==> src/rtl/led_seq_pkg.sv <==
// Shared types for the LED sequencer: pattern modes, bounce direction and
// the divider counter width helper.
package led_seq_pkg;

    typedef enum logic [1:0] {
        MODE_ROL    = 2'b00,
        MODE_ROR    = 2'b01,
        MODE_BOUNCE = 2'b10,
        MODE_HOLD   = 2'b11
    } mode_e;

    typedef enum logic {
        DIR_UP   = 1'b0,
        DIR_DOWN = 1'b1
    } dir_e;

    // A divide-by-one counter still needs one bit to exist.
    function automatic int cnt_w(input int div);
        return (div > 1) ? $clog2(div) : 1;
    endfunction

endpackage

==> src/rtl/led_sequencer_tick_div.sv <==
// tick_div: free-running divide-by-DIV counter; adv is high on the terminal
// count cycle while enabled.
module tick_div
    import led_seq_pkg::*;
#(
    parameter int DIV = 12000000
) (
    input  logic clk,
    input  logic rst_n,
    input  logic en,
    output logic adv
);

    localparam int            CW   = cnt_w(DIV);
    localparam logic [CW-1:0] TERM = CW'(DIV - 1);

    logic [CW-1:0] r_cnt;
    logic          w_term;

    assign w_term = (r_cnt == TERM);
    assign adv    = en & w_term;

    always_ff @(posedge clk or negedge rst_n) begin
        if (!rst_n)
            r_cnt <= '0;
        else if (en)
            r_cnt <= w_term ? '0 : r_cnt + CW'(1);
    end

endmodule

==> src/rtl/led_sequencer.sv <==
// One-hot LED pattern sequencer: rotate left/right, bounce or hold, advanced
// by a clock divider or a manual step. Bounce exists only with LED_SEQ_BOUNCE_EN.
module led_sequencer
    import led_seq_pkg::*;
#(
    parameter int WIDTH = 4,
    parameter int DIV   = 12000000
) (
    input  logic             clk,
    input  logic             rst_n,
    input  logic             en,
    input  logic [1:0]       mode,
    input  logic             step,
    output logic [WIDTH-1:0] leds,
    output logic             tick
);

    logic             w_adv_div;
    logic             w_adv;
    mode_e            w_mode;
    logic [WIDTH-1:0] w_rol;
    logic [WIDTH-1:0] w_ror;
    logic [WIDTH-1:0] w_leds_nxt;
    logic [WIDTH-1:0] r_leds;
    logic             r_tick;
`ifdef LED_SEQ_BOUNCE_EN
    dir_e             r_dir;
    dir_e             w_dir_nxt;
`endif

    tick_div #(.DIV(DIV)) u_tick_div (
        .clk   (clk),
        .rst_n (rst_n),
        .en    (en),
        .adv   (w_adv_div)
    );

    // Step only matters while frozen, so it can never double an advance.
    assign w_adv  = w_adv_div | (~en & step);
    assign w_mode = mode_e'(mode);

    // A single LED rotates onto itself, which keeps leds at 1 in every mode.
    generate
        if (WIDTH == 1) begin : g_w1
            assign w_rol = r_leds;
            assign w_ror = r_leds;
        end else begin : g_wn
            assign w_rol = {r_leds[WIDTH-2:0], r_leds[WIDTH-1]};
            assign w_ror = {r_leds[0], r_leds[WIDTH-1:1]};
        end
    endgenerate

    always_comb begin
        w_leds_nxt = r_leds;
`ifdef LED_SEQ_BOUNCE_EN
        w_dir_nxt  = r_dir;
`endif
        if (w_adv) begin
            case (w_mode)
                MODE_ROL: w_leds_nxt = w_rol;
                MODE_ROR: w_leds_nxt = w_ror;
`ifdef LED_SEQ_BOUNCE_EN
                // Away from an end, a rotate is the same as a non-wrapping shift.
                MODE_BOUNCE: begin
                    if (r_dir == DIR_UP) begin
                        if (r_leds[WIDTH-1]) begin
                            w_dir_nxt  = DIR_DOWN;
                            w_leds_nxt = w_ror;
                        end else begin
                            w_leds_nxt = w_rol;
                        end
                    end else begin
                        if (r_leds[0]) begin
                            w_dir_nxt  = DIR_UP;
                            w_leds_nxt = w_rol;
                        end else begin
                            w_leds_nxt = w_ror;
                        end
                    end
                end
`endif
                default: w_leds_nxt = r_leds;
            endcase
        end
    end

    always_ff @(posedge clk or negedge rst_n) begin
        if (!rst_n) begin
            r_leds <= WIDTH'(1);
            r_tick <= 1'b0;
`ifdef LED_SEQ_BOUNCE_EN
            r_dir  <= DIR_UP;
`endif
        end else begin
            r_leds <= w_leds_nxt;
            r_tick <= w_adv;
`ifdef LED_SEQ_BOUNCE_EN
            r_dir  <= w_dir_nxt;
`endif
        end
    end

    assign leds = r_leds;
    assign tick = r_tick;

endmodule

==> config.mk <==
export PLATFORM = sky130hd
export DESIGN_NAME = led_sequencer
export DESIGN_NICKNAME = d
export VERILOG_FILES = /design/src/rtl/led_seq_pkg.sv /design/src/rtl/led_sequencer_tick_div.sv /design/src/rtl/led_sequencer.sv
export SDC_FILE = /design/constraint.sdc
export NUM_CORES = 1
export LEC_CHECK = 0
export CORE_ASPECT_RATIO = 2
export CORE_MARGIN = 2
export CORE_UTILIZATION = 45
export CTS_CLUSTER_DIAMETER = 100
export DETAILED_ROUTE_END_ITERATION = 6
export DONT_BUFFER_PORTS = 1
export HOLD_SLACK_MARGIN = 0.02
export PLACE_DENSITY = 0.63
export RECOVER_POWER = 100
export SYNTH_ARGS = -nofsm -noshare
export SYNTH_HDL_FRONTEND = slang
export SYNTH_SLANG_ARGS = --single-unit
==> constraint.sdc <==
create_clock -name clk -period 2.2 [get_ports clk]
set_input_delay 0.44 -clock clk [delete_from_list [all_inputs] [get_ports clk]]
set_output_delay 0.44 -clock clk [all_outputs]
set_load 0.05 [all_outputs]
Word level (Yosys, flattened, before mapping)
Cells that the tools add are included.
W data, S select, Z words.
Storage, ports and cells
  bits in registers: 29
  word-level logic and storage cells: 15
Cells by class
  add/sub/neg operators: 1
  equality and inequality tests: 2
  muxes and demuxes: 2
  bitwise operators: 4
  reductions and logical operators: 3
Operators by type and width (number)
  $add A24 B1 Y24 const B: 1
  $eq A24 B24 Y1 const B: 1
  $mux W24: 1
  $pmux W4 S2: 1
  $and A1 B1 Y1: 2
  $eq A2 B1 Y1 const B: 1
  $logic_not A2 Y1: 1
  $reduce_and A2 Y1: 1
  $reduce_bool A2 Y1: 1
  $not A1 Y1: 1
  $or A1 B1 Y1: 1

Depth between registers and ports, before layout
Gate-level depths: netlist of run 1.
  word-level depth: 4
  mapped depth: 6
  gate-level depth less buffers: 5

Modules after synthesis
From an unflattened synthesis of run 1, not the netlist that was laid out.
Unflattened totals
  cell total of the unflattened synthesis: 146
  area, all modules: 1524.0 um2
Modules (own cells, without submodules)
  tick_div: times used 1, cells an instance 129, area an instance 1266.2 um2
  led_sequencer: times used 1, cells an instance 17, area an instance 257.7 um2

Worst setup path before layout of run 1
OpenSTA, ideal clock, no wires.
  kind: reg-to-reg
  from: register u_tick_div.r_cnt[0]
  to: register r_leds[1], in the netlist leds[1]
  library setup time: 125 ps
  arrival: 2010 ps
  required time: 2075 ps
  slack: 65 ps
  stages on the path, launching flop included: 7
  buffers on the path: 1
  period minus slack after synthesis: 2135 ps
  path through: dfrtp_1 ha_1 nand2_2 or4_1 buf_2 o32a_4 mux2_4
On the way
  longest elaborated chain between the ends: 4
Ends and longest elaborated chain
  from (decl): RTL line led_sequencer_tick_div.sv:17  | logic [CW-1:0] r_cnt;
  from (signal assigned): RTL line led_sequencer_tick_div.sv:27  | r_cnt <= w_term ? '0 : r_cnt + CW'(1);
  $eq A24 B24 Y1: RTL line led_sequencer_tick_div.sv:20  | assign w_term = (r_cnt == TERM);
  $and A1 B1 Y1: RTL line led_sequencer_tick_div.sv:21  | assign adv = en & w_term;
  $or A1 B1 Y1: RTL line led_sequencer.sv:39  | assign w_adv = w_adv_div | (~en & step);
  $reduce_and A2 Y1 (no source line)
  to (signal assigned): RTL line led_sequencer.sv:95  | r_leds <= w_leds_nxt;
  to (decl): RTL line led_sequencer.sv:24  | logic [WIDTH-1:0] r_leds;
No other way between the ends.
A chain may end at the register's enable or synchronous reset.

Worst setup path in the final report of run 1
  from: register u_tick_div.r_cnt[1]
  to: register r_leds[2], in the netlist leds[2]
The elaborated chain is that of the path after synthesis.

==> results.json, run 1 <==
{
  "run_status": "completed",
  "crit_type": "flip-flop to flip-flop",
  "mostFrequentLayoutCells": "28 x dfrtp_1, 22 x nand2_1, 13 x nor2_1, 9 x nand3_1, 9 x nand4_1",
  "worstPathRequired_ns": 2.36,
  "rsz0062_at_grt": "no",
  "grt-ovfl-total": 0,
  "maxCapViolCount": 0,
  "slew_headroom_pct": 12.4,
  "r2r_cells": 5,
  "cts.path.max_buffers": 2,
  "finalHoldViolations": 0,
  "fin_tns_setup_ns": 0,
  "period_needed_ns": 2.11,
  "power.total_mw": 1.42,
  "r2r-start": "u_tick_div.r_cnt[1]",
  "vias": 1263,
  "start_util_pct": 47.1,
  "holdPathStages": 1,
  "die_height_um": 88.1,
  "finalInstanceArea_um2": 1770,
  "drc": 0,
  "arrival_ns": 2.27,
  "grt_pass1_wl_um": 6030,
  "diodes": 0,
  "holdPathEnd": "tick",
  "detail-route-antenna-nets": 0,
  "ys_types": 40,
  "reg2reg_slack_ns": 0.09,
  "worstMarginPinSlew_ns": 1.31,
  "maxSlewViolCount": 0,
  "post_cts_resized": 0,
  "die_width_um": 46.1,
  "clkPwrFrac_pct": 39.9,
  "io_buffers": 0,
  "hpwlAfterDp_um": 2610,
  "syn_inst": 163,
  "clock_latency_ns": 0.28,
  "syn_nets": 170,
  "worstPathMaxFanout": 4,
  "cts_buffers": 5,
  "fin_worst_skew_ns": 0.00819,
  "p_sw_uw": 378,
  "ff_latch_area_um2": 727,
  "yosys_warnings": 0,
  "grt_util_all_layers_pct": 20.4,
  "timing.critical_path.cells": "ha_1 -> nand2_2 -> or4_1 -> o32a_4 -> mux2_4",
  "hp-start": "step",
  "drt-pass1-iter-count": 4,
  "final_common_cell": "dfrtp_1",
  "areaGrowthSynthToFinish_pct": 11.2,
  "gp_congestion": 0.899,
  "finalSetupViolations": 0,
  "swShare_pct": 26.6,
  "first_global_vias": 1342,
  "combPwrFrac_pct": 12.0,
  "crit_buf_inv": 0,
  "placed_area_um2": 1660,
  "row_count": 30,
  "die_area_um2": 4060,
  "fin_nets": 181,
  "p_int_mw": 1.04,
  "core_um2": 3380,
  "drive_gt1_share_pct": 11.4,
  "slowest_stage": "or4_1",
  "ir_worst_vdd_mv": 0.771,
  "cts_tree": "done",
  "slowest_delay_ns": 0.56,
  "cts_root_buffer": "clkbuf_8",
  "multi_input_area_um2": 820,
  "seq_area_frac_synth_pct": 45.6,
  "max_freq_ghz": 0.474,
  "viasPerCell": 6.10,
  "clk_pin_slew_worst_paths_ns": 0.06,
  "syn_area_um2": 1590,
  "ys_ff_latch": 29,
  "drt_iter0_drc": 23,
  "antenna_found_initial": 0,
  "end_kind": "flip-flop",
  "htreeDepth": 2,
  "wl_per_cell_um": 17.1,
  "grt_start_max_net_pins": 30,
  "start_kind": "flip-flop",
  "cellLeakagePower_nw": 0.788,
  "sequentialPowerShare_pct": 48.1,
  "syn_area_per_cell_um2": 9.77,
  "fin_crit_sh_pct": 95.9,
  "io_pins": 11,
  "n_fill_cell": 328,
  "hp-class": "input port to flip-flop",
  "r2r-end": "leds[2]",
  "power_density_nw_per_um2": 801,
  "wl_um": 3540,
  "clock_sinks": 29,
  "critical-path-top-delay-family": "simple AND/OR/NAND/NOR gates"
}
[per-stage QoR]
stage | cells | util (%) | setup slack, ns | hold slack [ns]
after floorplan | 163 | - | 0.0646 | 0.144
after global placement | 197 | 49.1 | 0.142 | 0.145
after detailed placement | 197 | 49.1 | 0.0960 | 0.145
after CTS | 207 | 53.4 | 0.0865 | 0.276
after global routing | 207 | 52.4 | 0.00591 | 0.268
final | 207 | 52.4 | 0.0902 | 0.284
[power groups by stage]
stage / Sequential [mW] / Combinational, mW / Clock, mW
2_1_floorplan: 0.661 / 0.152 / 0
3_3_place_gp: 0.686 / 0.155 / 0
3_5_place_dp: 0.692 / 0.161 / 0
4_1_cts: 0.682 / 0.179 / 0.581
5_1_grt: 0.694 / 0.197 / 0.606
6_report: 0.683 / 0.170 / 0.566
[layer usage]
| layer | wire length [um] | share of wire, % | global-route usage (%) | vias up |
|---|---|---|---|---|
| li1 | - | - | - | 615 |
| met1 | 1410 | 40 | 21.8 | 634 |
| met2 | 2010 | 57 | 35.5 | 9 |
| met3 | 50 | 1.4 | 4.33 | 5 |
| met4 | 62 | 1.8 | 10.9 | 0 |
| met5 | 0 | 0 | 0 | - |
[Yosys cell counts]
cell type  count  area, um^2
nand2_2        2        12.5
mux2_4         4        60.1
nor3_1         1        5.00
xor2_1         4        35.0
dfrtp_1       28         701
nor2b_1        1        6.26
buf_2          2        10.0
o21bai_1       1        7.51
nand4_1        9        56.3
o221ai_1       1        8.76
o31ai_1        2        15.0
clkbuf_1       1        3.75
buf_4          1        7.51
nand2b_1       4        25.0
or3_2          1        7.51
nor4bb_1       1        10.0
a21o_1         1        7.51
clkbuf_2       1        5.00
or4_1          5        37.5
o21ai_0        8        40.0
nand2_1       22        82.6
nor4b_1        2        17.5
nand3_2        1        10.0
mux2i_1        4        40.0
ha_1           1        12.5
dfstp_2        1        26.3
xnor2_1        7        61.3
a22o_1         1        8.76
inv_1          3        11.3
and3_1         3        18.8
or3_1          3        18.8
nand3_1        9        45.0
a31oi_1        1        6.26
a21oi_1        5        25.0
and4_1         3        26.3
nor4_4         1        21.3
nor2_1        13        48.8
and4b_1        1        10.0
nor4_1         3        18.8
o32a_4         1        22.5
[final cells by class]
cell class | count | area share (%)
clock buffer | 7 | 4.87
clock inverter | 1 | 1.69
inverter | 3 | 0.636
multi-input combinational | 126 | 46.3
sequential | 29 | 41.0
tap | 32 | 2.26
timing repair buffer | 9 | 3.25
[kinds of logic (layout without fill, tap and decap cells)]
group,Yosys count,count (layout),synth area share [%]
AO/OA/AOI/OAI,21,21,8.88
XOR/XNOR,11,11,6.05
adder cells (fa/ha/maj),1,1,0.785
buffers and inverters,8,20,2.36
flip-flops,29,29,45.6
multiplexers,8,8,6.28
AND/OR/NAND/NOR,85,85,30.0
[worst max path at each step]
stage,start,end,cells past startpoint
finish,u_tick_div.r_cnt[1],leds[2],5
global placement,u_tick_div.r_cnt[1],leds[3],5
global route,u_tick_div.r_cnt[1],u_tick_div.r_cnt[1],6
CTS,u_tick_div.r_cnt[1],leds[2],5
detailed placement,u_tick_div.r_cnt[1],leds[2],5
floorplan,u_tick_div.r_cnt[0],leds[1],6
[what timing repair did]
| action | 4_1_cts | 5_1_grt |
|---|---|---|
| hold buffers | 2 | 0 |
| setup buffers | 0 | 0 |
| hold endpoints to repair | 29 | 0 |
| setup endpoints to repair | 0 | 0 |
[registers in the layout, indices dropped and copies added, names as in the netlist]
register          count
tick                  1
u_tick_div.r_cnt     24
leds                  4
No activity file was read; power rests on OpenSTA's default activity.
==> run 2, diff against run 1 <==
--- a/config.mk
+++ b/config.mk
@@ -5,8 +5,9 @@
 export SDC_FILE = /design/constraint.sdc
 export NUM_CORES = 1
 export LEC_CHECK = 0
+export CAP_MARGIN = 20
 export CORE_ASPECT_RATIO = 2
-export CORE_MARGIN = 2
+export CORE_MARGIN = 4
 export CORE_UTILIZATION = 45
 export CTS_CLUSTER_DIAMETER = 100
 export DETAILED_ROUTE_END_ITERATION = 6
==> run 2 against run 1 <==
Worst setup slack better by 0.016 ns. Critical path depth stayed put. Core utilization is 1.3 points lower. Sequential share of layout area is 0.62 points higher. Largest cell class unchanged. Clock skew is 0.0063 ns lower. Largest power group unchanged. Clock power is 27% lower. Via count is 0.79% higher. Combinational power is 6% higher. Sequential power is 2% lower. Cell count is 7.2% higher. Count of clock-buffer cells in the layout is 1 lower. Worst hold slack better by 0.0030 ns.
==> results.json, run 2 (same netlist as run 1, synthesis figures left out) <==
{
  "ir_worst_vdd_mv": 0.605,
  "detail-route-antenna-nets": 0,
  "worstPathRequired_ns": 2.36,
  "die_height_um": 92.1,
  "r2r-start": "u_tick_div.r_cnt[0]",
  "cts_buffers": 5,
  "finalInstanceArea_um2": 1750,
  "end_kind": "flip-flop",
  "cellLeakagePower_nw": 0.771,
  "endpoint": "leds[3]",
  "worstMarginPinSlew_ns": 1.29,
  "fin_worst_skew_ns": 0.00191,
  "r2r-end": "leds[3]",
  "globalRouteMet1Util_pct": 17.5,
  "vias": 1273,
  "hp-class": "input port to flip-flop",
  "drive_gt1_share_pct": 10.3,
  "antenna_found_initial": 0,
  "wl_um": 3570,
  "finalSetupViolations": 0,
  "gp_congestion": 0.894,
  "largest_reg_flops": 24,
  "htreeDepth": 2,
  "arrival_ns": 2.26,
  "fin_nets": 180,
  "finalHoldViolations": 0,
  "maxCapViolCount": 0,
  "power_density_nw_per_um2": 724,
  "placed_area_um2": 1670,
  "worstPathMaxFanout": 5,
  "timing.critical_path.cells": "ha_2 -> nand2_1 -> or4_1 -> o32a_4 -> mux2_4",
  "io_buffers": 0,
  "start_util_pct": 46.6,
  "rsz0062_at_grt": "no",
  "grt_start_max_net_pins": 30,
  "cts_tree": "done",
  "r2r_cells": 5,
  "slowest_stage": "or4_1",
  "crit_type": "flip-flop to flip-flop",
  "drt-pass1-iter-count": 4,
  "areaGrowthSynthToFinish_pct": 9.58,
  "maxSlewViolCount": 0,
  "die_width_um": 50.1,
  "grt_use_met3_pct": 3.74,
  "diodes": 0,
  "mostFrequentLayoutCells": "28 x dfrtp_1, 23 x nand2_1, 13 x nor2_1, 10 x nand3_1, 9 x nand4_1",
  "final_common_cell": "dfrtp_1",
  "startpoint": "u_tick_div.r_cnt[0]",
  "drt_iter0_drc": 37,
  "wl_per_cell_um": 16.1,
  "top_register": "u_tick_div.r_cnt",
  "n_fill_cell": 308,
  "io_pins": 11,
  "start_kind": "flip-flop",
  "viasPerCell": 5.73,
  "core_um2": 3420,
  "clk_pin_slew_worst_paths_ns": 0.06,
  "met2_usage_pct": 29.0,
  "hpwlAfterDp_um": 2610,
  "slowest_delay_ns": 0.58,
  "grt_busiest_layer": "met2",
  "fin_crit_sh_pct": 95.2,
  "post_cts_buffers": 0,
  "reg2reg_slack_ns": 0.11,
  "drc": 0,
  "first_global_vias": 1266,
  "run_status": "completed",
  "fin_hold_ws_ns": 0.287,
  "grt_util_all_layers_pct": 17.1,
  "row_count": 30,
  "die_area_um2": 4610,
  "fin_tns_setup_ns": 0,
  "period_needed_ns": 2.09,
  "grt_pass1_wl_um": 5910,
  "cts_root_buffer": "clkbuf_8",
  "cts.path.max_buffers": 2,
  "slew_headroom_pct": 13.9,
  "clock_sinks": 29,
  "clock_latency_ns": 0.28,
  "max_freq_ghz": 0.478,
  "grt-ovfl-total": 0
}
[run 2: changes by cell type in the layout (fill, tap and decap cells not counted), sizes merged]
cell    before  now
bufinv       1    0
clkbuf      12    9
clkinv       0    2
buf          2    3
[run 2: layout make-up]
| cell class | count | area (um^2) | share of cell area, % |
|---|---|---|---|
| tap | 48 | 60.1 | 3.44 |
| multi-input combinational | 126 | 808 | 46.3 |
| inverter | 3 | 11.3 | 0.645 |
| clock inverter | 2 | 10.0 | 0.573 |
| sequential | 29 | 727 | 41.6 |
| timing repair buffer | 8 | 56.3 | 3.23 |
| clock buffer | 6 | 72.6 | 4.16 |
[run 2: critical path: cells and delay by family, from the launching register on]
kind            cells  cell delay, ns
mux                 1            0.30
fa+ha+maj           1            0.22
flops               1            0.36
simple gates        2            0.67
compound gates      1            0.42
[run 2: repair_timing]
item / CTS / global route
resized for setup: 0 / 1
hold buffers: 2 / 0
hold endpoints to repair: 29 / 0
endpoints found under the setup margin: 0 / 3
[run 2: layer usage]
layer,vias to the layer above,share of wire (%)
met3,18,3.6
met2,33,54
li1,616,-
met5,-,0
met1,606,37
met4,0,5.0
[run 2: stage by stage]
stage                     instances  utilization (%)  worst slack, ns  total power [mW]
after floorplan                 163                -           0.0646             0.814
after global placement          212             48.9            0.157             0.844
after detailed placement        212             48.9           0.0970             0.852
after CTS                       222             52.2           0.0812              1.29
after global routing            222             51.1           0.0188              1.33
final                           222             51.1            0.107              1.26
[run 2: where the power goes]
part | leakage, nW | internal [mW] | switching (mW)
clock | 0.0450 | 0.218 | 0.193
combinational | 0.345 | 0.0867 | 0.0934
sequential | 0.380 | 0.595 | 0.0773
[run 2: how the worst min path moves through the flow]
stage / startpoint / to / slack (ns) / depth (start not counted)
5_1_grt: step / tick / 0.27 / 1
6_report: step / tick / 0.29 / 1
3_5_place_dp: rst_n / u_tick_div.r_cnt[14] / 0.15 / 0
2_1_floorplan: rst_n / leds[1] / 0.14 / 0
4_1_cts: step / tick / 0.27 / 1
3_3_place_gp: rst_n / u_tick_div.r_cnt[15] / 0.15 / 0
